<file path="config.mk">
export PLATFORM = sky130hd
export DESIGN_NAME = uart_tx_arbiter
export DESIGN_NICKNAME = d
export VERILOG_FILES = /design/src/rtl/uart_tx_arbiter.sv
export SDC_FILE = /design/constraint.sdc
export NUM_CORES = 1
export LEC_CHECK = 0
export CORE_MARGIN = 2
export CORE_UTILIZATION = 56
export DETAILED_ROUTE_END_ITERATION = 8
export PLACE_DENSITY = 0.87
export SYNTH_ARGS = -nofsm -noshare
export SYNTH_HDL_FRONTEND = slang
export SYNTH_SLANG_ARGS = --single-unit
</file>
<file path="constraint.sdc">
create_clock -name clk -period 9.3 [get_ports clk]
set_clock_uncertainty 0.2 [all_clocks]
set_input_delay 1.86 -clock clk [delete_from_list [all_inputs] [get_ports clk]]
set_output_delay 1.86 -clock clk [all_outputs]
set_load 0.05 [all_outputs]
</file>
<file path="src/rtl/uart_tx_arbiter.sv">
// -----------------------------------------------------------------------------
// uart_tx_arbiter
// Shares one uart_controller_tx between NUM_REQ byte producers. Each byte goes
// through a fixed sequence: round-robin grant, one-cycle send strobe, wait for
// the transmitter's done pulse (bounded by a timeout), then a forced idle gap.
//
// Ports:
//   clk           - system clock, rising edge
//   reset         - asynchronous active-high reset
//   req_i         - level request per requester, held until its ack
//   req_data_i    - byte of requester i on bits [8i+7:8i]
//   ack_o         - one-cycle pulse: requester's byte has been captured
//   tx_send_o     - one-cycle start strobe to the UART transmitter
//   tx_data_o     - byte to the transmitter, stable until done/timeout
//   tx_done_i     - one-cycle completion pulse from the transmitter
//   busy_o        - high whenever the arbiter is not idle
//   last_grant_o  - index of the most recently granted requester
//   timeout_err_o - sticky flag, set when done never arrived in time
//   err_clr_i     - synchronous clear of timeout_err_o (a new timeout wins)
// -----------------------------------------------------------------------------
module uart_tx_arbiter #(
  parameter int NUM_REQ        = 4,
  parameter int GAP_CYCLES     = 16,
  parameter int TIMEOUT_CYCLES = 200_000,
  parameter int CNT_W          = 18
) (
  input  logic                 clk,
  input  logic                 reset,
  input  logic [NUM_REQ-1:0]   req_i,
  input  logic [NUM_REQ*8-1:0] req_data_i,
  output logic [NUM_REQ-1:0]   ack_o,
  output logic                 tx_send_o,
  output logic [7:0]           tx_data_o,
  input  logic                 tx_done_i,
  output logic                 busy_o,
  output logic [2:0]           last_grant_o,
  output logic                 timeout_err_o,
  input  logic                 err_clr_i
);

  localparam logic [1:0] ST_IDLE = 2'd0;
  localparam logic [1:0] ST_SEND = 2'd1;
  localparam logic [1:0] ST_WAIT = 2'd2;
  localparam logic [1:0] ST_GAP  = 2'd3;

  // Last counter value of each timed state; a zero-length gap still spends
  // one cycle in GAP, so its terminal count is 0.
  localparam logic [CNT_W-1:0] TO_LAST  = CNT_W'(TIMEOUT_CYCLES - 32'sd1);
  localparam logic [CNT_W-1:0] GAP_LAST = (GAP_CYCLES == 32'sd0) ? {CNT_W{1'b0}}
                                                                 : CNT_W'(GAP_CYCLES - 32'sd1);

  logic [1:0]         state_r;
  logic [CNT_W-1:0]   cnt_r;

  logic [1:0]         state_nxt_s;
  logic [CNT_W-1:0]   cnt_nxt_s;
  logic [CNT_W-1:0]   cnt_inc_s;
  logic               send_nxt_s;
  logic [NUM_REQ-1:0] ack_nxt_s;
  logic [7:0]         data_nxt_s;
  logic [2:0]         grant_nxt_s;
  logic               to_set_s;

  logic [7:0]         req_pad_s;
  logic [63:0]        data_pad_s;
  logic [3:0]         cand_s;
  logic [2:0]         sel_idx_s;
  logic               sel_found_s;
  logic [7:0]         sel_data_s;

  // Pad request and data buses to the 8-requester maximum so selection can
  // index them with a plain 3-bit requester number.
  assign req_pad_s  = 8'(req_i);
  assign data_pad_s = 64'(req_data_i);
  assign sel_data_s = data_pad_s[{sel_idx_s, 3'b000} +: 8];

  // Saturating increment shared by the WAIT and GAP counters.
  assign cnt_inc_s = (cnt_r == {CNT_W{1'b1}}) ? cnt_r : cnt_r + CNT_W'(1'b1);

  // Round-robin search: first set request starting just above the last grant,
  // wrapping modulo NUM_REQ, so the last winner is considered last.
  always_comb begin
    sel_found_s = 1'b0;
    sel_idx_s   = last_grant_o;
    cand_s      = 4'd0;
    for (int k = 32'sd0; k < NUM_REQ; k++) begin
      cand_s = 4'(last_grant_o) + 4'(k) + 4'd1;
      if (cand_s >= 4'(NUM_REQ)) begin
        cand_s = cand_s - 4'(NUM_REQ);
      end else begin
        cand_s = cand_s;
      end
      if (!sel_found_s && req_pad_s[cand_s[2:0]]) begin
        sel_found_s = 1'b1;
        sel_idx_s   = cand_s[2:0];
      end else begin
        sel_found_s = sel_found_s;
      end
    end
  end

  // Next-state, counter and output-strobe decode for the byte sequencer.
  always_comb begin
    state_nxt_s = state_r;
    cnt_nxt_s   = cnt_r;
    send_nxt_s  = 1'b0;
    ack_nxt_s   = {NUM_REQ{1'b0}};
    data_nxt_s  = tx_data_o;
    grant_nxt_s = last_grant_o;
    to_set_s    = 1'b0;
    case (state_r)
      ST_IDLE: begin
        if (sel_found_s) begin
          // Strobe and ack are registered here so they are high exactly
          // during the SEND cycle.
          state_nxt_s = ST_SEND;
          send_nxt_s  = 1'b1;
          ack_nxt_s   = NUM_REQ'(1'b1) << sel_idx_s;
          data_nxt_s  = sel_data_s;
          grant_nxt_s = sel_idx_s;
        end else begin
          state_nxt_s = ST_IDLE;
        end
      end
      ST_SEND: begin
        state_nxt_s = ST_WAIT;
        cnt_nxt_s   = {CNT_W{1'b0}};
      end
      ST_WAIT: begin
        // Done is tested first so a done on the last allowed cycle is not
        // reported as a timeout.
        if (tx_done_i) begin
          state_nxt_s = ST_GAP;
          cnt_nxt_s   = {CNT_W{1'b0}};
        end else if (cnt_r == TO_LAST) begin
          state_nxt_s = ST_GAP;
          cnt_nxt_s   = {CNT_W{1'b0}};
          to_set_s    = 1'b1;
        end else begin
          cnt_nxt_s   = cnt_inc_s;
        end
      end
      ST_GAP: begin
        if (cnt_r >= GAP_LAST) begin
          state_nxt_s = ST_IDLE;
          cnt_nxt_s   = {CNT_W{1'b0}};
        end else begin
          cnt_nxt_s   = cnt_inc_s;
        end
      end
      default: begin
        state_nxt_s = ST_IDLE;
        cnt_nxt_s   = {CNT_W{1'b0}};
      end
    endcase
  end

  // State, counter and all registered outputs; reset aborts any transfer.
  always_ff @(posedge clk or posedge reset) begin
    if (reset) begin
      state_r       <= ST_IDLE;
      cnt_r         <= {CNT_W{1'b0}};
      busy_o        <= 1'b0;
      tx_send_o     <= 1'b0;
      ack_o         <= {NUM_REQ{1'b0}};
      tx_data_o     <= 8'h00;
      last_grant_o  <= 3'(NUM_REQ - 32'sd1);
      timeout_err_o <= 1'b0;
    end else begin
      state_r       <= state_nxt_s;
      cnt_r         <= cnt_nxt_s;
      busy_o        <= (state_nxt_s != ST_IDLE);
      tx_send_o     <= send_nxt_s;
      ack_o         <= ack_nxt_s;
      tx_data_o     <= data_nxt_s;
      last_grant_o  <= grant_nxt_s;
      if (to_set_s) begin
        timeout_err_o <= 1'b1;
      end else if (err_clr_i) begin
        timeout_err_o <= 1'b0;
      end else begin
        timeout_err_o <= timeout_err_o;
      end
    end
  end

endmodule

</file>
==> impl_results.rst <==
.. list-table::
   :header-rows: 1

   * - Metric
     - Value
   * - CORE AREA
     - roughly 0.0047 mm^2
   * - Register area share after synthesis
     - 35.0%
   * - I/O pins
     - 58
   * - Worst min-delay path category
     - reg -> reg
   * - Per-cell via count in the routed design
     - 6.77
   * - Overall overflow remaining after global route
     - 0
   * - Required @ worst endpoint
     - 9.33 ns
   * - Critical-path maximum fanout
     - 18
   * - Worst slew margin relative to its limit
     - 17.4%
   * - Buffer depth of the longest clock path
     - 2
   * - Antenna violations before repair
     - 0
   * - Clock tree from TritonCTS
     - built
   * - Number of clock buffers inserted by TritonCTS
     - 5
   * - Detail Route Antenna Nets
     - 0
   * - Highest attainable clock frequency
     - 220 MHz
   * - Floorplan die width
     - 73.8 um
   * - Hold violation count in the final report
     - 0
   * - Hold-fix buffers, CTS
     - 0
   * - Detailed router's first-iteration violation count
     - 435
   * - RSZ-0062 raised after global routing
     - false
   * - Primary flip-flop cell chosen by synthesis mapping
     - dfrtp_1
   * - Root buf cell
     - clkbuf_8
   * - Signal arrival time at the worst endpoint
     - approximately 4.6 ns
   * - Final setup violation count
     - 0
   * - Number of warning messages in the yosys log
     - 0
   * - Overall routing resource usage
     - 27.7%
   * - Post-detailed-route DRC marker count
     - 0
   * - Routed WL per cell
     - 17.8 um
   * - Count of cells along the worst register-to-register path
     - 9
   * - Synthesis-to-finish area growth
     - 22.7%
   * - Die height
     - around 74 um
   * - Type of the worst setup path
     - in -> reg
   * - Power consumption
     - 0.00106 W
   * - Placer Congestion
     - 0.800
   * - Clock input transition at the sequential cells of the worst setup and hold paths
     - approximately 0.07 ns
   * - Result of the run
     - completed
   * - Ratio of cells with drive above 1 in the final layout
     - approximately 8.6%
   * - Number of nets in the finished design
     - between 300 and 400
   * - Pin count of the biggest net entering global routing
     - 39
   * - Number of setup buffers added after CTS
     - 0
   * - Count of inserted antenna diode cells
     - 0
   * - Power density cells
     - 316 mW/mm^2
   * - Fin. max-slew vios
     - 0
   * - Effective utilization at floorplan
     - 57.7%
   * - Async S/R FF share, synth
     - 100%
   * - Worst r2r dst
     - tx_data_o[7]
   * - Hold Startpoint
     - cnt_r[2]
   * - Element type at the critical path end
     - register
   * - Resize count post-CTS
     - 0
   * - Total via count in the routed design
     - around 2700
   * - Mapped Nets
     - approximately 340
   * - Leakage power of the design
     - 1.40 nW
   * - Clock period minus worst slack
     - roughly 4.5 ns
   * - Mapped Cells
     - 295
   * - Die area
     - 0.00544 mm^2
   * - Sink count of the clock tree
     - 38
   * - Standard-cell rows
     - 25
   * - H-tree Lvls
     - 2
   * - Number of global-route vias before repair
     - 2586
   * - Latest clock arrival within the worst-skew pair
     - 0.29 ns
   * - Average footprint of a synthesized cell
     - around 9 um^2
   * - Number of search-and-repair iterations in the first detailed-routing pass
     - 9
   * - Hold Path Cell Cnt
     - 1
   * - Count of port buffers added during placement
     - 57
   * - First-pass GRT wire length
     - roughly 12000 um
   * - Total of flip-flops plus latches after synthesis
     - 38
   * - Tightest Pin Transition
     - 1.24 ns
   * - Fill cell count
     - 368
   * - R2r startpoint
     - last_grant_o[0]
   * - Placed wire-length estimate after detailed placement
     - 5030 um
   * - Post-synthesis cell type count
     - 67
   * - Count of flip-flops with a built-in enable after synthesis
     - 0
   * - Hold EP
     - cnt_r[2]
   * - Number of max-capacitance violations reported
     - 0
   * - Final period utilization
     - 48.8%
   * - Flop2flop setup slack
     - 5.06 ns
   * - Maximum vdd drop
     - 0.000249 V
   * - Routed WL
     - between 7000 and 8000 um
   * - Startpoint types
     - primary input
   * - Total negative setup slack
     - 0 ns
   * - Area of the mapped netlist
     - 0.00273 mm^2
layout make-up:
cell class / instances / area (um^2) / area share [%]
multi-input combinational: 224 / 1550 / 46.3
clock buffer: 6 / 82.6 / 2.47
sequential: 38 / 953 / 28.5
inverter: 10 / 37.5 / 1.12
clock inverter: 2 / 60.1 / 1.80
timing repair buffer: 58 / 578 / 17.3
tap: 67 / 83.8 / 2.51
registers in the layout (all words and copies together) (netlist names):
name,cells
ack_o,4
busy_o,1
cnt_r,18
last_grant_o,3
state_r,2
timeout_err_o,1
tx_data_o,8
tx_send_o,1
where the power goes:
part	switching [W]	internal [W]
clock	0.0000590	0.000114
combinational	0.000392	0.000238
sequential	0.0000463	0.000208
worst max path at each step:
stage / start / endpoint
4_1_cts: req_i[3] / ack_o[0]
2_1_floorplan: req_i[3] / tx_data_o[6]
3_5_place_dp: req_i[3] / tx_data_o[2]
5_1_grt: req_i[3] / tx_data_o[2]
3_3_place_gp: req_i[3] / ack_o[0]
6_report: req_i[3] / ack_o[0]
synth_stat cells (all sizes together) (6+ instances only):
| cell | instances | area (um^2) |
|---|---|---|
| dfrtp | 36 | 901 |
| nand3 | 29 | 145 |
| nand2 | 27 | 104 |
| o2bb2ai | 17 | 155 |
| a222oi | 16 | 160 |
| clkbuf | 16 | 130 |
| nor2 | 16 | 60.1 |
| a21oi | 12 | 60.1 |
| inv | 10 | 37.5 |
| a31oi | 9 | 56.3 |
| o21ai | 9 | 45.0 |
| o221ai | 8 | 70.1 |
| and3 | 7 | 43.8 |
| buf | 7 | 58.8 |
| mux2i | 6 | 60.1 |
layout by cell type, fill, tap and decap left out, drive strengths merged, types with 3 or more instances in the layout:
master         instances
a21oi                 12
clkbuf                 6
mux2i                  6
a22o                   3
o21ai                  9
a222oi                16
o2bb2ai               17
and4                   3
nor4                   4
nand4                  3
xnor2                  3
and3                   7
and2                   3
ha                     4
nor2                  16
a21o                   4
clkdlybuf4s50         57
dfrtp                 36
nand3                 29
o221ai                 8
o31ai                  3
a31oi                  9
inv                   10
nand2                 27
through the flow:
stage	worst slack (ns)	hold slack (ns)	instances	instance area [um^2]	util (%)
final	4.76	0.310	405	3340	70.8
after CTS	4.77	0.315	405	3340	70.8
after global placement	4.54	0.284	397	3200	67.8
after global routing	4.61	0.353	405	3340	70.8
after detailed placement	4.46	0.304	397	3200	67.8
after floorplan	5.47	0.265	295	2730	-
metal layers:
layer  up-vias  track usage [%]  share of wire [%]
met1      1308             34.9                 40
met2       152             46.7                 50
met5         -                0                  0
met4         0             12.1                2.9
met3        27             4.12                7.3
li1       1256                -                  -
cells by family after synthesis:
kind of cell | after synthesis | share of synthesized area (%)
DFF | 38 | 35.0
buffers and inverters | 33 | 8.31
muxes | 7 | 3.03
adders and majority gates | 4 | 1.84
xor gates and xnor gates | 4 | 1.29
AOI/OAI and AO/OA | 98 | 28.5
and+or+nand+nor | 111 | 22.0
worst max-delay path, stage by stage:
cell,delay [ns]
clkdlybuf4s50_1,0.53
mux2i_1,0.13
or2_1,0.45
and2_4,0.28
a41o_1,0.40
or4_4,0.68
and2b_2,0.24
No activity file was read; power rests on OpenSTA's default activity.
==> variant, RTL diff (same flow settings) <==
Change the parameter `CNT_W` from 18 to 9.
--- a/src/rtl/uart_tx_arbiter.sv
+++ b/src/rtl/uart_tx_arbiter.sv
@@ -23,5 +23,5 @@
   parameter int GAP_CYCLES     = 16,
   parameter int TIMEOUT_CYCLES = 200_000,
-  parameter int CNT_W          = 18
+  parameter int CNT_W          = 9
 ) (
   input  logic                 clk,
Function: same outputs for any inputs over 10 cycles, from zero or initial values and one cycle with reset high; that may be too few to reach the edited logic, so the function may still have changed.
==> variant against the unedited design <==
- worst setup slack got worse by 0.32 ns
- design area decreased by 12%
- cell count decreased by 2.5%
- synthesized area decreased by 13%
- sequential cell count decreased by 9
- routed wire length decreased by 18%
- synthesized cell count increased by 1.4%
- total power increased by 4.3%
- register-to-register slack got worse by 0.62 ns
- critical path type is now flop to flop
==> variant: results (changes against the unedited design) <==
metric	value	unit	change
worst IR drop on VDD	0.3644	mV	was 0.2486 mV
most common library cells after synthesis	nand2_1, a21oi_1, dfrtp_1, o21ai_0, nor3_1		was dfrtp_1, nand3_1, nand2_1
Critical-path top delay cell	dfstp_2		was or4_4
GRT Total Usage	25.64	%	was 27.68%
top cells by area, synth	dfrtp_1, nand2_1, a21oi_1		was dfrtp_1, a222oi_1, nand3_1
Worst R2R Start	last_grant_o[0]		unchanged
Netlist cell types	57		was 67
Synth Warn #	0		unchanged
initial DRC count	191		was 435
first-pass GRT wire length	9066	um	was 11760 um
crit path max fanout	47		was 18
layout cells sized above 1	11.88	%	was 8.580%
Detailed Route WL	5907	um	was 7194 um
Rel. slew slack	28.77	%	was 17.35%
crit path kind	flop to flop		was input pin to flop
Setup crit end	busy_o		was ack_o[0]
R2R Setup Slk	4.44	ns	was 5.06 ns
CTS max path bufs	2		unchanged
Leakage	1.242	nW	was 1.398 nW
ant diodes	0		unchanged
status	complete, no violations		unchanged
Seq/Total Area, Yosys	30.79	%	was 34.99%
vias in the first global route	2022		was 2586
leading registers by flop count	cnt_r: 9 flops, tx_data_o: 8 flops, ack_o: 4 flops		was cnt_r: 18 flops, tx_data_o: 8 flops, ack_o: 4 flops
PortBufs	57		unchanged
Pre-antenna DRT Iters	5		was 9
Hold Crit Depth	2		was 1
Critical Path AT	4.84	ns	was 4.57 ns
DPL Wire Length	4199	um	was 5033 um
largest net degree at the start of global routing	48		was 39
initial antenna violation count	0		unchanged
syn nets	343		was 339
max incr delay on CP	1.12	ns	was 0.68 ns
Worst R2R Path Depth	8		was 9
fin nets	388		was 381
gpl congestion	0.8037		was 0.7998
Vias/cell	6.114		was 6.773
CP top delay family	flip-flops		was simple AND/OR/NAND/NOR gates
fillcell total	340		was 368
-- variant: cell families after synthesis --
logic type	synth area share, %
AND/OR/NAND/NOR	29.00
AO/OA/AOI/OAI	24.50
flip-flops	30.79
buffers and inverters	6.614
multiplexers	5.185
XOR/XNOR	1.799
adder cells (fa/ha/maj)	2.116
-- variant: how the worst min path moves through the flow --
stage,startpoint,endpoint,slack (ns)
after floorplan,cnt_r[2],cnt_r[2],0.26
after global placement,tx_data_o[1],tx_data_o[1],0.27
after detailed placement,tx_data_o[4],tx_data_o[4],0.28
after CTS,tx_data_o[4],tx_data_o[4],0.30
after global routing,tx_data_o[2],tx_data_o[2],0.34
final,tx_data_o[4],tx_data_o[4],0.30
-- variant: stage by stage --
stage	total power [mW]	hold WS [ns]	std cells	setup WS (ns)	cell area (um^2)
2_1_floorplan	0.8730	0.2580	299	5.576	2365
3_3_place_gp	0.9745	0.2682	387	4.474	2872
3_5_place_dp	0.9909	0.2844	387	4.335	2872
4_1_cts	1.097	0.2993	395	4.510	2958
5_1_grt	1.181	0.3353	395	4.191	2958
6_report	1.103	0.3016	395	4.441	2958
-- variant: tightest hold or removal path, stage by stage, from the launching register on --
cell and delay (ns):
dfrtp_1 0.35, nand2_1 0.07, o31ai_2 0.05
-- variant: report_power, final --
| group | internal (mW) | switching [mW] | total, mW |
|---|---|---|---|
| Clock | 0.0515 | 0.0525 | 0.104 |
| Combinational | 0.298 | 0.469 | 0.766 |
| Sequential | 0.167 | 0.0664 | 0.233 |
-- variant: metal layers --
metal  share of wire [%]  track usage [%]  vias up
met5                   0                0        -
met4                 1.8            12.50        0
met3                 6.0            3.409       12
met2                  50            40.87       97
met1                  43            34.18     1153
li1                    -                -     1153
-- variant: cell type report --
cell class | count | area, um^2 | share of cell area [%]
inverter | 8 | 30.03 | 1.015
tap | 50 | 62.56 | 2.115
clock inverter | 3 | 17.52 | 0.5922
multi-input combinational | 243 | 1480 | 50.04
timing repair buffer | 57 | 570.5 | 19.29
sequential | 29 | 728.2 | 24.62
clock buffer | 5 | 68.82 | 2.327
